`config.mk`:
```
export PLATFORM = sky130hd
export DESIGN_NAME = minbd_side_buffer
export DESIGN_NICKNAME = d
export VERILOG_FILES = /design/src/rtl/minbd_side_buffer.sv
export SDC_FILE = /design/constraint.sdc
export NUM_CORES = 1
export LEC_CHECK = 0
export BUFFER_PORTS_ARGS = -buffer_cell sky130_fd_sc_hd__buf_2
export CORE_AREA = 2 2 161 163
export DETAILED_ROUTE_END_ITERATION = 6
export DIE_AREA = 0 0 163 165
export SYNTH_ARGS = -nofsm -noshare
export SYNTH_HDL_FRONTEND = slang
export SYNTH_SLANG_ARGS = --single-unit
```
`constraint.sdc`:
```
create_clock -name clk -period 9 [get_ports clk]
set_input_delay 0.45 -clock clk [delete_from_list [all_inputs] [get_ports clk]]
set_output_delay 0.45 -clock clk [all_outputs]
set_load 0.05 [all_outputs]
```
`src/rtl/minbd_side_buffer.sv`:
```
// minbd_side_buffer: show-ahead FIFO side buffer for the MinBD deflection router.
// Holds flits pulled out of the deflection path. The head flit is offered to the
// downstream 4:1 flit select mux. When the head has waited too long without a
// grant, the buffer asks for re-injection priority through o_redirect_req.
//
// Build option: define MINBD_SIDEBUF_REDIRECT_EN to include the head-wait state
// machine. When it is undefined, o_redirect_req is tied low and the FIFO
// behaviour does not change.
module minbd_side_buffer #(
  parameter int FLIT_W       = 64,
  parameter int DEPTH        = 4,
  parameter int REDIR_THRESH = 8
) (
  input  logic                         clk,
  input  logic                         reset,
  input  logic                         i_wr_valid,
  input  logic [FLIT_W-1:0]            i_wr_flit,
  output logic                         o_wr_ready,
  output logic                         o_rd_valid,
  output logic [FLIT_W-1:0]            o_rd_flit,
  input  logic                         i_rd_grant,
  output logic                         o_redirect_req,
  output logic [$clog2(DEPTH+1)-1:0]   o_occupancy
);

  localparam int PTR_W = $clog2(DEPTH);
  localparam int CNT_W = $clog2(DEPTH+1);

  logic [FLIT_W-1:0] r_mem [DEPTH];
  logic [PTR_W-1:0]  r_rd_ptr;
  logic [PTR_W-1:0]  r_wr_ptr;
  logic [CNT_W-1:0]  r_count;

  logic              w_push;
  logic              w_pop;
  logic [CNT_W-1:0]  w_count_next;

  // Status flags come only from registered state. A pop in the same cycle
  // cannot reopen a full buffer, because there is no path from rd_grant to wr_ready.
  assign o_wr_ready  = (r_count != CNT_W'(DEPTH));
  assign o_rd_valid  = (r_count != '0);
  assign o_occupancy = r_count;
  assign o_rd_flit   = r_mem[r_rd_ptr];

  assign w_push = i_wr_valid && o_wr_ready;
  assign w_pop  = i_rd_grant && o_rd_valid;

  // Next occupancy. A push and a pop in the same cycle leave the count unchanged.
  always_comb begin
    w_count_next = r_count;
    case ({w_push, w_pop})
      2'b10:   w_count_next = r_count + CNT_W'(1);
      2'b01:   w_count_next = r_count - CNT_W'(1);
      default: w_count_next = r_count;
    endcase
  end

  // Storage write. The array is not cleared on reset, so its contents are stale
  // until they are overwritten.
  always_ff @(posedge clk) begin
    if (w_push && !reset) begin
      r_mem[r_wr_ptr] <= i_wr_flit;
    end
  end

  // Pointers and count. DEPTH is a power of two, so the pointers wrap naturally.
  always_ff @(posedge clk) begin
    if (reset) begin
      r_rd_ptr <= '0;
      r_wr_ptr <= '0;
      r_count  <= '0;
    end else begin
      if (w_push) r_wr_ptr <= r_wr_ptr + PTR_W'(1);
      if (w_pop)  r_rd_ptr <= r_rd_ptr + PTR_W'(1);
      r_count <= w_count_next;
    end
  end

`ifdef MINBD_SIDEBUF_REDIRECT_EN

  // state    | meaning
  // ---------+----------------------------------------------------------
  // IDLE     | buffer empty, wait counter cleared
  // HOLD     | head presented, counting cycles it goes un-granted
  // REDIRECT | head waited REDIR_THRESH cycles; request re-injection
  localparam logic [1:0] ST_IDLE     = 2'd0;
  localparam logic [1:0] ST_HOLD     = 2'd1;
  localparam logic [1:0] ST_REDIRECT = 2'd2;

  localparam int WAIT_W = $clog2(REDIR_THRESH+1);

  logic [1:0]        r_state;
  logic [1:0]        w_state_next;
  logic [WAIT_W-1:0] r_wait_cnt;
  logic [WAIT_W-1:0] w_wait_next;

  // Head-wait transitions. The move to REDIRECT happens on the same edge where
  // the count reaches REDIR_THRESH, so the request shows exactly REDIR_THRESH
  // cycles after the head first appears.
  always_comb begin
    w_state_next = r_state;
    w_wait_next  = r_wait_cnt;
    case (r_state)
      ST_IDLE: begin
        w_wait_next = '0;
        if (w_push) w_state_next = ST_HOLD;
      end
      ST_HOLD: begin
        if (w_pop) begin
          w_wait_next  = '0;
          w_state_next = (w_count_next != '0) ? ST_HOLD : ST_IDLE;
        end else if (o_rd_valid) begin
          if (r_wait_cnt == WAIT_W'(REDIR_THRESH-1)) begin
            w_wait_next  = WAIT_W'(REDIR_THRESH);
            w_state_next = ST_REDIRECT;
          end else begin
            w_wait_next  = r_wait_cnt + WAIT_W'(1);
          end
        end
      end
      ST_REDIRECT: begin
        if (w_pop) begin
          w_wait_next  = '0;
          w_state_next = (w_count_next != '0) ? ST_HOLD : ST_IDLE;
        end
      end
      default: begin
        w_wait_next  = '0;
        w_state_next = ST_IDLE;
      end
    endcase
  end

  // State and wait-counter registers
  always_ff @(posedge clk) begin
    if (reset) begin
      r_state    <= ST_IDLE;
      r_wait_cnt <= '0;
    end else begin
      r_state    <= w_state_next;
      r_wait_cnt <= w_wait_next;
    end
  end

  assign o_redirect_req = (r_state == ST_REDIRECT);

`else

  assign o_redirect_req = 1'b0;

`endif

endmodule

```
Yosys cells after proc, flatten, opt, wreduce, memory -nomap -nowiden
Memories as Yosys holds them, arrays and structs flattened. A register that Yosys moved wholly into a read port is not among the register bits.
Index checks and enable logic that the tools add are counted.
{"block": "totals", "reg_bits": 7, "latch_bits": 0, "ram_bits": 256, "rom_bits": 0, "inputBits": 68, "output_inout_bits": 70, "memories": 1}
{"block": "op_classes", "addsub": 4, "multipliers": 0, "div": 0, "n_lt_le_gt_ge": 0, "n_eq_ne": 3, "n_shift": 0, "n_mux": 5, "bitwise": 0, "reduce_logical": 6}
{"name": "r_mem", "words": 4, "width": 64, "read_ports": 1, "rd_ports_with_merged_regs": 1, "write_ports": 1, "line_no": "29", "text": "logic [FLIT_W-1:0] r_mem [DEPTH];"}
{"operator": "$pmux W3 S2", "n": 1}
{"operator": "$add A2 B1 Y2 const B", "n": 2}
{"operator": "$mux W2", "n": 2}
{"operator": "$add A3 B1 Y3 const B", "n": 1}
{"operator": "$logic_and A1 B1 Y1", "n": 3}
{"operator": "$ne A3 B3 Y1 const B", "n": 1}
{"operator": "$reduce_bool A3 Y1", "n": 1}
{"operator": "$sub A3 B1 Y3 const B", "n": 1}
{"operator": "$eq A2 B1 Y1 const B", "n": 1}
{"operator": "$eq A2 B2 Y1 const B", "n": 1}
{"operator": "$mux W1", "n": 2}
{"operator": "$reduce_bool A2 Y1", "n": 1}
{"operator": "$logic_not A1 Y1", "n": 1}

Depth between registers and ports, before layout
Gate-level depths: netlist of the first run.
{"block": "depth", "depth_word": 5, "mapped_depth": 9}

Worst setup path after synthesis of the first run
Ideal clock, no wire load.
{"block": "synth_timing", "path_type": "register to register", "start": "register r_count[0] (netlist: o_occupancy[0])", "end": "memory r_mem[0][0] (enable)", "t_arrival_ns": 6.221, "required_time_ns": 8.422, "setup_slack_ns": 2.200, "stages_incl_launch_ff": 5, "path_buffers": 0, "period_less_slack_ns": 6.800, "cell_sequence": "dfxtp_1 -> or3b_1 -> and2_4 -> inv_1 -> nor3b_1"}
{"block": "synth_between", "elab_chain_len": 5}
{"element": "from (decl)", "line_no": "32", "text": "logic [CNT_W-1:0] r_count;"}
{"element": "from (signal assigned)", "line_no": "75", "text": "r_count <= w_count_next;"}
{"element": "$ne A3 B3 Y1", "line_no": "40", "text": "assign o_wr_ready = (r_count != CNT_W'(DEPTH));"}
{"element": "net o_wr_ready", "line_no": "18", "text": "output logic o_wr_ready,"}
{"element": "$logic_and A1 B1 Y1", "line_no": "45", "text": "assign w_push = i_wr_valid && o_wr_ready;"}
{"element": "$logic_and A1 B1 Y1", "line_no": "61", "text": "if (w_push && !reset) begin"}
{"element": "$mux W1", "line_no": "61"}
{"element": "$mux W1 (not written as such)", "line_no": "62", "text": "r_mem[r_wr_ptr] <= i_wr_flit;"}
{"element": "to (decl)", "line_no": "29"}
The timed path passes the listed nets, and every way through them passes these cells.

==> results.json, run 1 <==
{
  "post_drt_wl_per_cell_um": 20.1,
  "area_growth_pct": 21.2,
  "grt_pass1_wl_um": 27400,
  "cap_viol_max_count": 0,
  "yosysSeqAreaShare_pct": 81.1,
  "endpoint_kind": "output pin",
  "slew_viol_final": 0,
  "die_x_um": 163,
  "htreeDepth": 1,
  "crit_family": "buffers and inverters",
  "ant_nets": 0,
  "antenna_found_initial": 2,
  "setup_viol": 0,
  "yosys.area_share.xor_xnor_pct": 0.361,
  "placementRows": 58,
  "power.total_mw": 3.62,
  "placed_cells": 846,
  "cts_setup_buffers": 0,
  "routabilityCongestion": 0.707,
  "io_buffer_count": 136,
  "clk_path_buf_depth": 3,
  "drt-total-wl_um": 18000,
  "ios": 138,
  "dp_hpwl_um": 10800,
  "cts_resized": 0,
  "p_clk_share_pct": 31.9,
  "crit_slowest_cell": "dfxtp_4",
  "cts_buffers": 28,
  "setup_tns_ns": 0,
  "drc": 0,
  "synth.avg_cell_area_um2": 25.1,
  "nets": 620,
  "hold_viol": 0,
  "fin_cells": 898,
  "post-route-util_pct": 47.0,
  "sw_frac_of_total_pct": 32.2,
  "powerDensity_mw_per_mm2": 308,
  "period_needed_ns": 3.32,
  "post-route-period-util_pct": 36.8,
  "synth_edf_count": 256,
  "cts-root-buf": "clkbuf_16",
  "gr-usage-met3_pct": 3.09,
  "p_seq_share_pct": 41.8,
  "start_util_pct": 38.8,
  "power.internal_mw": 2.45,
  "synth_area_leader_cell": "edfxtp_1",
  "fillers": 2079,
  "gr-usage-met2_pct": 23.5,
  "cts_sinks": 265,
  "critPathKind": "flop to output pin",
  "syn-num-nets": 461,
  "synth.area.mux_share_pct": 15.1,
  "tritoncts": "done",
  "hold_path_class": "primary input to flop",
  "synth_top_cells_by_area": "edfxtp_1 (79%), mux4_2 (15%), dfxtp_1 (1.9%)",
  "ir_worst_vdd_mv": 0.205,
  "grt_busiest_layer": "met2",
  "syn_area_mm2": 0.00971,
  "arrival_ns": 2.87,
  "synth_top_family_by_area": "multiplexers",
  "worstSkewPairLatency_ns": 0.52,
  "path_buf_inv": 2,
  "seq_area_mm2": 0.00788,
  "via_per_inst": 4.96,
  "setup_ws_ns": 5.68,
  "netlist.area_leader.share_pct": 79.2,
  "ys_seq_elements": 265,
  "slew_headroom_pct": 32.4,
  "path_clk_slew_ns": 0.06,
  "power_frac_comb_pct": 26.4,
  "grt_usage_pct": 13.5,
  "async_reset_ff_share_pct": 0,
  "yosys.area_share.adder_pct": 0.851,
  "leakage_nw": 3.92,
  "syn_inst": 387,
  "synth_compound_area_share_pct": 0.348,
  "dr.pass1.iters": 4,
  "grt_max_degree": 65,
  "yosys.area_share.simple_pct": 1.08,
  "ys_warn_count": 0,
  "die_y_um": 165,
  "die_area_mm2": 0.0269,
  "grt_setup_unrepaired": "no",
  "final_layout_size_suffix_gt1_share_pct": 46.9,
  "worst-path-max-fanout": 34,
  "p_sw_mw": 1.17,
  "ys.flop_type": "edfxtp_1",
  "cts_hold_buf": 0,
  "max_freq_ghz": 0.302,
  "worst_setup_path_start_kind": "flop",
  "grt_pass1_vias": 4884,
  "status": "completed",
  "use_met1_pct": 17.4,
  "max_slew.worst_pin.slew_ns": 1.01,
  "drtIter0Drc": 317,
  "clock-skew-final_ns": 0.0102,
  "synth.distinct_cells": 26,
  "coreArea_mm2": 0.0250,
  "cpPeakStageDelay_ns": 0.79,
  "vias": 4450,
  "crit_chain": "buf_4, mux4_2, buf_2",
  "overflow": 0,
  "multi_input_area_mm2": 0.00175,
  "cp.required_ns": 8.55,
  "pre_cts_slack_ns": 6.11
}
-- worst reg2reg max path: stages, from the launching register on --
cell	delay, ns
dfxtp_1	0.43
or3b_1	0.39
and2_4	0.19
inv_1	0.21
ha_1	0.23
inv_1	0.06
fa_1	0.37
xor2_1	0.17
or3_2	0.41
a21oi_1	0.15
-- sequential cells by signal, indices dropped and copies added (netlist names), named ones only --
register	count
r_rd_ptr	2
o_occupancy	3
r_wr_ptr	2
r_mem	256
-- kinds of logic after synthesis --
kind of cell / Yosys count
other: 1
AO/OA/AOI/OAI: 5
buffers and inverters: 22
XOR/XNOR: 4
flip-flops: 265
adder cells (fa/ha/maj): 6
multiplexers: 66
AND/OR/NAND/NOR: 18
-- per-stage QoR --
step	cell area, um2	hold WS [ns]
5_1_grt	11800	0.118
4_1_cts	11800	0.111
3_3_place_gp	10800	0.493
6_report	11800	0.137
3_5_place_dp	10800	0.520
2_1_floorplan	9710	0.481
-- synthesized netlist by cell type, types with 2 or more instances --
cell	instances
nand2b_1	2
buf_1	6
nor3b_1	4
inv_1	6
nor2_1	8
mux4_2	64
edfxtp_1	256
dfxtp_1	9
xor2_1	3
ha_1	5
or3_2	2
a21oi_1	2
buf_4	7
-- metal layers --
layer	up-vias	routed length (um)	part of all wire [%]
met1	2343	7310	41
met3	29	1210	6.7
met2	122	9230	51
li1	1956	-	-
met5	-	0	0
met4	0	287	1.6
-- area by class of cell --
class	instances	share of cell area [%]
diodes	1	0.0213
flip-flops and latches	265	67.0
inverters	6	0.191
repair buffers	145	6.36
well taps	330	3.51
multi-input cells	100	14.9
clock inverters	14	1.26
clock buffers	37	6.85
-- final timing paths --
| check | slack, ns | endpoint | startpoint | cells past startpoint |
|---|---|---|---|---|
| min reg2reg | 0.53 | r_wr_ptr[1] | r_wr_ptr[1] | 2 |
| max | 5.68 | o_rd_flit[36] | flop | 3 |
| max reg2reg | 6.33 | o_occupancy[2] | o_occupancy[2] | 9 |
| min | 0.14 | r_mem[1][13] | i_wr_flit[13] | 1 |
-- cell usage in the layout, fill, tap and decap left out --
cell	instances
o31a_2	1
clkinvlp_4	2
xnor2_1	1
nor3b_2	4
buf_2	136
mux2_4	1
o311ai_0	1
or3_2	2
nor2_1	8
clkbuf_8	5
dfxtp_4	2
clkinv_2	7
clkbuf_16	29
conb_1	1
and2_4	1
mux2i_1	1
or3b_1	1
dfxtp_1	7
bufinv_16	3
edfxtp_1	256
diode_2	1
nand2b_1	2
clkbuf_1	3
clkinv_1	2
fa_1	1
o21ai_0	1
ha_1	5
inv_1	6
buf_4	9
a21oi_1	2
mux4_2	64
xor2_1	3
-- power groups by stage --
stage | Sequential, mW | Clock (mW) | Combinational (mW)
2_1_floorplan | 1.50 | 0 | 0.804
5_1_grt | 1.53 | 1.23 | 1.00
3_3_place_gp | 1.54 | 0 | 0.960
6_report | 1.51 | 1.15 | 0.955
4_1_cts | 1.52 | 1.19 | 0.971
3_5_place_dp | 1.54 | 0 | 0.967
No activity file was read; power rests on OpenSTA's default activity.
==> run 2: changes to the inputs <==
clock period = 2.77 ns   (was 9 ns; I/O delays follow)
==> results.json, run 2 (synthesis gave the netlist of run 1 again) <==
{
  "endpoint_kind": "flop",
  "hold_path_class": "primary input to flop",
  "setup_viol": 0,
  "p_sw_mw": 3.75,
  "diodes": 0,
  "powerDensity_mw_per_mm2": 923,
  "final_layout_size_suffix_gt1_share_pct": 41.0,
  "status": "completed",
  "grt_pass1_vias": 5021,
  "critPathKind": "flop to flop",
  "max_slew.worst_pin.slew_ns": 0.561,
  "routabilityCongestion": 0.685,
  "grt_pass1_wl_um": 27800,
  "drtIter0Drc": 318,
  "cap_viol_max_count": 0,
  "max_freq_ghz": 0.399,
  "antenna_found_initial": 1,
  "start_util_pct": 38.8,
  "cpPeakStageDelay_ns": 0.41,
  "drc": 0,
  "slew_headroom_pct": 62.6,
  "p_clk_share_pct": 28.2,
  "path_common_cell": "inv_1",
  "ir_worst_vdd_mv": 0.666,
  "path_clk_slew_ns": 0.06,
  "grt_max_degree": 40,
  "grt_usage_pct": 13.6,
  "slew_viol_final": 0,
  "post_drt_wl_per_cell_um": 18.7,
  "top_register": "r_mem",
  "grt_setup_unrepaired": "no",
  "drt-total-wl_um": 18100,
  "htreeDepth": 1,
  "via_per_inst": 4.82,
  "die_y_um": 165,
  "worstSkewPairLatency_ns": 0.51,
  "period_needed_ns": 2.51,
  "cp.required_ns": 3.20,
  "ant_nets": 0,
  "power_frac_comb_pct": 29.9,
  "p_seq_share_pct": 41.9,
  "tritoncts": "done",
  "overflow": 0,
  "crit_chain": "or3b_4, and2_4, inv_1, ha_1, inv_1, fa_1, xor2_1, or3_2, a21oi_1",
  "worst_setup_path_start_kind": "flop",
  "vias": 4651,
  "area_growth_pct": 27.4,
  "power.internal_mw": 7.66,
  "coreArea_mm2": 0.0250,
  "worst-path-max-fanout": 7,
  "cts_buffers": 27,
  "post-route-period-util_pct": 90.5,
  "leakage_nw": 4.16,
  "die_x_um": 163,
  "ios": 138,
  "largest_reg_flops": 256,
  "dp_hpwl_um": 10800,
  "cts_setup_buffers": 0,
  "cts_sinks": 265,
  "post-route-util_pct": 49.4,
  "clock-skew-final_ns": 0.0113,
  "cts-root-buf": "clkbuf_16",
  "clk_path_buf_depth": 3,
  "io_buffer_count": 136,
  "crit_slowest_cell": "or3_2",
  "arrival_ns": 2.94,
  "setup_tns_ns": 0,
  "final_common_cell": "edfxtp_1",
  "nets": 689,
  "layout_common_cells": "edfxtp_1 (256), buf_2 (136), dlygate4sd3_1 (66)",
  "sw_frac_of_total_pct": 32.9,
  "dr.pass1.iters": 4,
  "hold_viol": 0,
  "placementRows": 58,
  "die_area_mm2": 0.0269
}
## run 2: cell types whose count changed in the layout (fill, tap and decap cells not counted), moves of 3 or more
cell,before,now
nor3b_4,0,4
clkinv_2,7,2
nor3b_2,4,0
buf_12,0,3
dlygate4sd3_1,0,66
clkinv_1,2,9
clkbuf_1,3,7
dfxtp_1,7,4
clkbuf_8,5,0
## run 2: layout make-up
class	count	area, um2
fillers	2078	12700
flip-flops and latches	265	7880
multi-input cells	100	1770
repair buffers	215	1480
clock buffers	34	702
well taps	330	413
clock inverters	14	91.3
inverters	6	22.5
## run 2: critical path: cells and delay by family (launching register included)
family / cells / cell delay [ns]
adders and majority gates: 2 / 0.59
xor gates and xnor gates: 1 / 0.17
buffers and inverters: 2 / 0.16
DFF: 1 / 0.37
AOI/OAI and AO/OA: 1 / 0.14
and+or+nand+nor: 3 / 0.98
## run 2: per-layer routing
metal | track usage, % | vias to the layer above | routed length, um
li1 | - | 2104 | -
met1 | 17.5 | 2395 | 7620
met2 | 23.7 | 117 | 9200
met3 | 2.86 | 33 | 923
met4 | 3.42 | 2 | 292
met5 | 0 | - | 13
## run 2: stage by stage
stage                     worst slack, ns  power, mW  instances  hold WS [ns]  area [um2]
final                               0.262       11.4        964        0.0940       12400
after global routing                0.149       11.9        964        0.0865       12400
after CTS                           0.280       11.6        964        0.0756       12400
after detailed placement            0.311       8.26        850         0.354       10900
after global placement              0.403       8.21        850         0.348       10900
after floorplan                    -0.474       7.50        387         0.237        9760
## run 2: power groups by stage
stage	Combinational [mW]	Sequential (mW)	Clock (mW)
2_1_floorplan	2.63	4.86	0
3_3_place_gp	3.37	4.84	0
3_5_place_dp	3.40	4.86	0
4_1_cts	3.48	4.78	3.33
5_1_grt	3.61	4.80	3.52
6_report	3.41	4.78	3.22
## run 2: path summary, 6_finish.rpt
check	start	endpoint	slack, ns	cells past startpoint
max reg2reg	o_occupancy[2]	o_occupancy[2]	0.26	9
max	o_occupancy[2]	o_occupancy[2]	0.26	9
min	i_rd_grant	r_rd_ptr[1]	0.09	4
min reg2reg	r_wr_ptr[1]	r_wr_ptr[1]	0.52	2
## run 2: what timing repair did
item,4_1_cts,5_1_grt
hold buffers,66,0
resized for setup,0,0
endpoints found under the hold margin,259,0
==> run 3: changes to the inputs <==
ABC_AREA = 1   (was unset)
CORE_AREA = 2 2 164 166   (was 2 2 161 163)
DIE_AREA = 0 0 166 168   (was 0 0 163 165)
==> results.json, run 3 <==
{
  "netlist.area_leader.share_pct": 76.9,
  "setup_ws_ns": 0.354,
  "grt_usage_pct": 14.9,
  "cts_buffers": 28,
  "syn-num-nets": 767,
  "synth_edf_count": 256,
  "start_util_pct": 38.0,
  "fillers": 2311,
  "yosys-top-cells-count": "edfxtp_1 (256), nor2_1 (142), o21ai_0 (74)",
  "critPathKind": "flop to output pin",
  "die_x_um": 166,
  "final_layout_size_suffix_gt1_share_pct": 21.4,
  "drtIter0Drc": 436,
  "yosysSeqAreaShare_pct": 78.7,
  "routabilityCongestion": 0.704,
  "grt_max_degree": 68,
  "clock-skew-final_ns": 0.0183,
  "endpoint": "o_rd_flit[26]",
  "setup_viol": 0,
  "placed_cells": 1147,
  "die_y_um": 168,
  "final_common_cell": "edfxtp_1",
  "grt_pass1_wl_um": 32900,
  "tritoncts": "done",
  "status": "completed",
  "leakage_nw": 4.44,
  "reg2reg_to": "r_mem[1][32]",
  "ir_worst_vdd_mv": 0.577,
  "r2r_setup_slack_ns": 0.68,
  "synth_top_cells_by_area": "edfxtp_1 (77%), nor2_1 (5.3%), o22ai_1 (4.0%)",
  "path_clk_slew_ns": 0.06,
  "worstSkewPairLatency_ns": 0.53,
  "ios": 138,
  "dr.pass1.iters": 4,
  "ys.flop_type": "edfxtp_1",
  "cts_sinks": 265,
  "syn_inst": 693,
  "slew_viol_final": 0,
  "hold_path_class": "primary input to flop",
  "max_slew.worst_pin.slew_ns": 0.531,
  "post-route-util_pct": 47.7,
  "drc": 0,
  "overflow": 0,
  "ant_nets": 0,
  "cts-root-buf": "clkbuf_16",
  "seq_area_mm2": 0.00787,
  "layout_common_cells": "edfxtp_1 (256), nor2_1 (138), buf_2 (136)",
  "worst_setup_path_start_kind": "flop",
  "setup_tns_ns": 0,
  "synth.avg_cell_area_um2": 14.4,
  "hold_viol": 0,
  "clk_path_buf_depth": 3,
  "area_growth_pct": 25.8,
  "multi_input_area_mm2": 0.00181,
  "post-route-period-util_pct": 87.2,
  "worst-path-max-fanout": 64,
  "syn_area_mm2": 0.0100,
  "placementRows": 60,
  "hold_path_depth": 2,
  "vias": 6177,
  "grt_setup_unrepaired": "no",
  "synth_area_leader_cell": "edfxtp_1",
  "slew_headroom_pct": 64.6,
  "yosysMostFrequentCell": "edfxtp_1",
  "cap_viol_max_count": 0,
  "grt_pass1_vias": 6199,
  "fin_cells": 1267,
  "pre_cts_slack_ns": 0.718,
  "io_buffer_count": 136,
  "ys_seq_elements": 265,
  "rr_startpoint": "o_occupancy[1]",
  "arrival_ns": 2.28,
  "period_needed_ns": 2.42,
  "async_reset_ff_share_pct": 0,
  "ys_warn_count": 0,
  "r2r_cells": 5,
  "cp.required_ns": 2.63,
  "coreArea_mm2": 0.0264,
  "die_area_mm2": 0.0279,
  "synth.distinct_cells": 22,
  "nets": 978,
  "powerDensity_mw_per_mm2": 935,
  "post_drt_wl_per_cell_um": 16.8,
  "endpoint_kind": "output pin",
  "dp_hpwl_um": 12000,
  "via_per_inst": 4.88,
  "antenna_found_initial": 1,
  "largest_reg_flops": 256,
  "top_register": "r_mem",
  "htreeDepth": 1,
  "max_freq_ghz": 0.414,
  "drt-total-wl_um": 21300
}
-- run 3: logic make-up (layout without fill, tap and decap cells) --
| logic type | count (synthesis) | in the layout | share of synthesized area (%) |
|---|---|---|---|
| fa+ha+maj | 6 | 6 | 0.826 |
| compound gates | 198 | 198 | 10.7 |
| other cells | 1 | 2 | 0.0375 |
| simple gates | 162 | 162 | 6.17 |
| flops | 265 | 265 | 78.7 |
| buf+inv | 61 | 293 | 3.58 |
-- run 3: power by group --
part	switching [mW]	leakage, nW	internal, mW
sequential	0.0976	2.40	4.63
combinational	2.78	1.64	0.837
clock	1.42	0.406	2.00
total	4.30	4.44	7.47
-- run 3: area by class of cell --
type                            instances  share of cell area (%)
Inverter                               19                   0.587
Timing Repair Buffer                  223                    12.4
Tap cell                              341                    3.39
Clock buffer                           37                    6.01
Multi-Input combinational cell        367                    14.4
Clock inverter                         14                   0.716
Antenna cell                            1                  0.0199
Sequential cell                       265                    62.6
-- run 3: metrics by stage --
step           cell area, um2  hold slack [ns]  total power [mW]
3_5_place_dp            11100            0.332              8.38
2_1_floorplan           10000            0.217              7.55
3_3_place_gp            11100            0.322              8.36
4_1_cts                 12600            0.339              11.9
5_1_grt                 12600            0.349              12.3
6_report                12600            0.364              11.8
-- run 3: worst min path at each step --
stage,slack [ns],endpoint,from
final,0.36,r_mem[0][3],i_wr_flit[3]
after global routing,0.35,r_mem[3][0],i_wr_flit[0]
after CTS,0.34,r_mem[0][3],i_wr_flit[3]
after detailed placement,0.33,flop,reset
after global placement,0.32,flop,reset
after floorplan,0.22,flop,reset
-- run 3: timing repair --
action | CTS | global route
hold buffers | 68 | 0
resized for setup | 0 | 0
buffers inserted | 0 | 0
hold endpoints to repair | 265 | 0
-- run 3: worst max-delay path, cell delays in order (launching register included) --
cell and delay, ns:
dfxtp_4 0.43, inv_4 0.31, buf_12 0.30, nor2_1 0.09, o22ai_1 0.23, buf_2 0.31
-- run 3: per-layer routing --
metal  up-vias  global-route usage, %  wire length [um]
li1       3007                      -                 -
met1      2983                   20.1              9780
met2       149                   24.4              9850
met3        38                   3.15              1230
met4         0                   4.69               479
met5         -                      0                 0
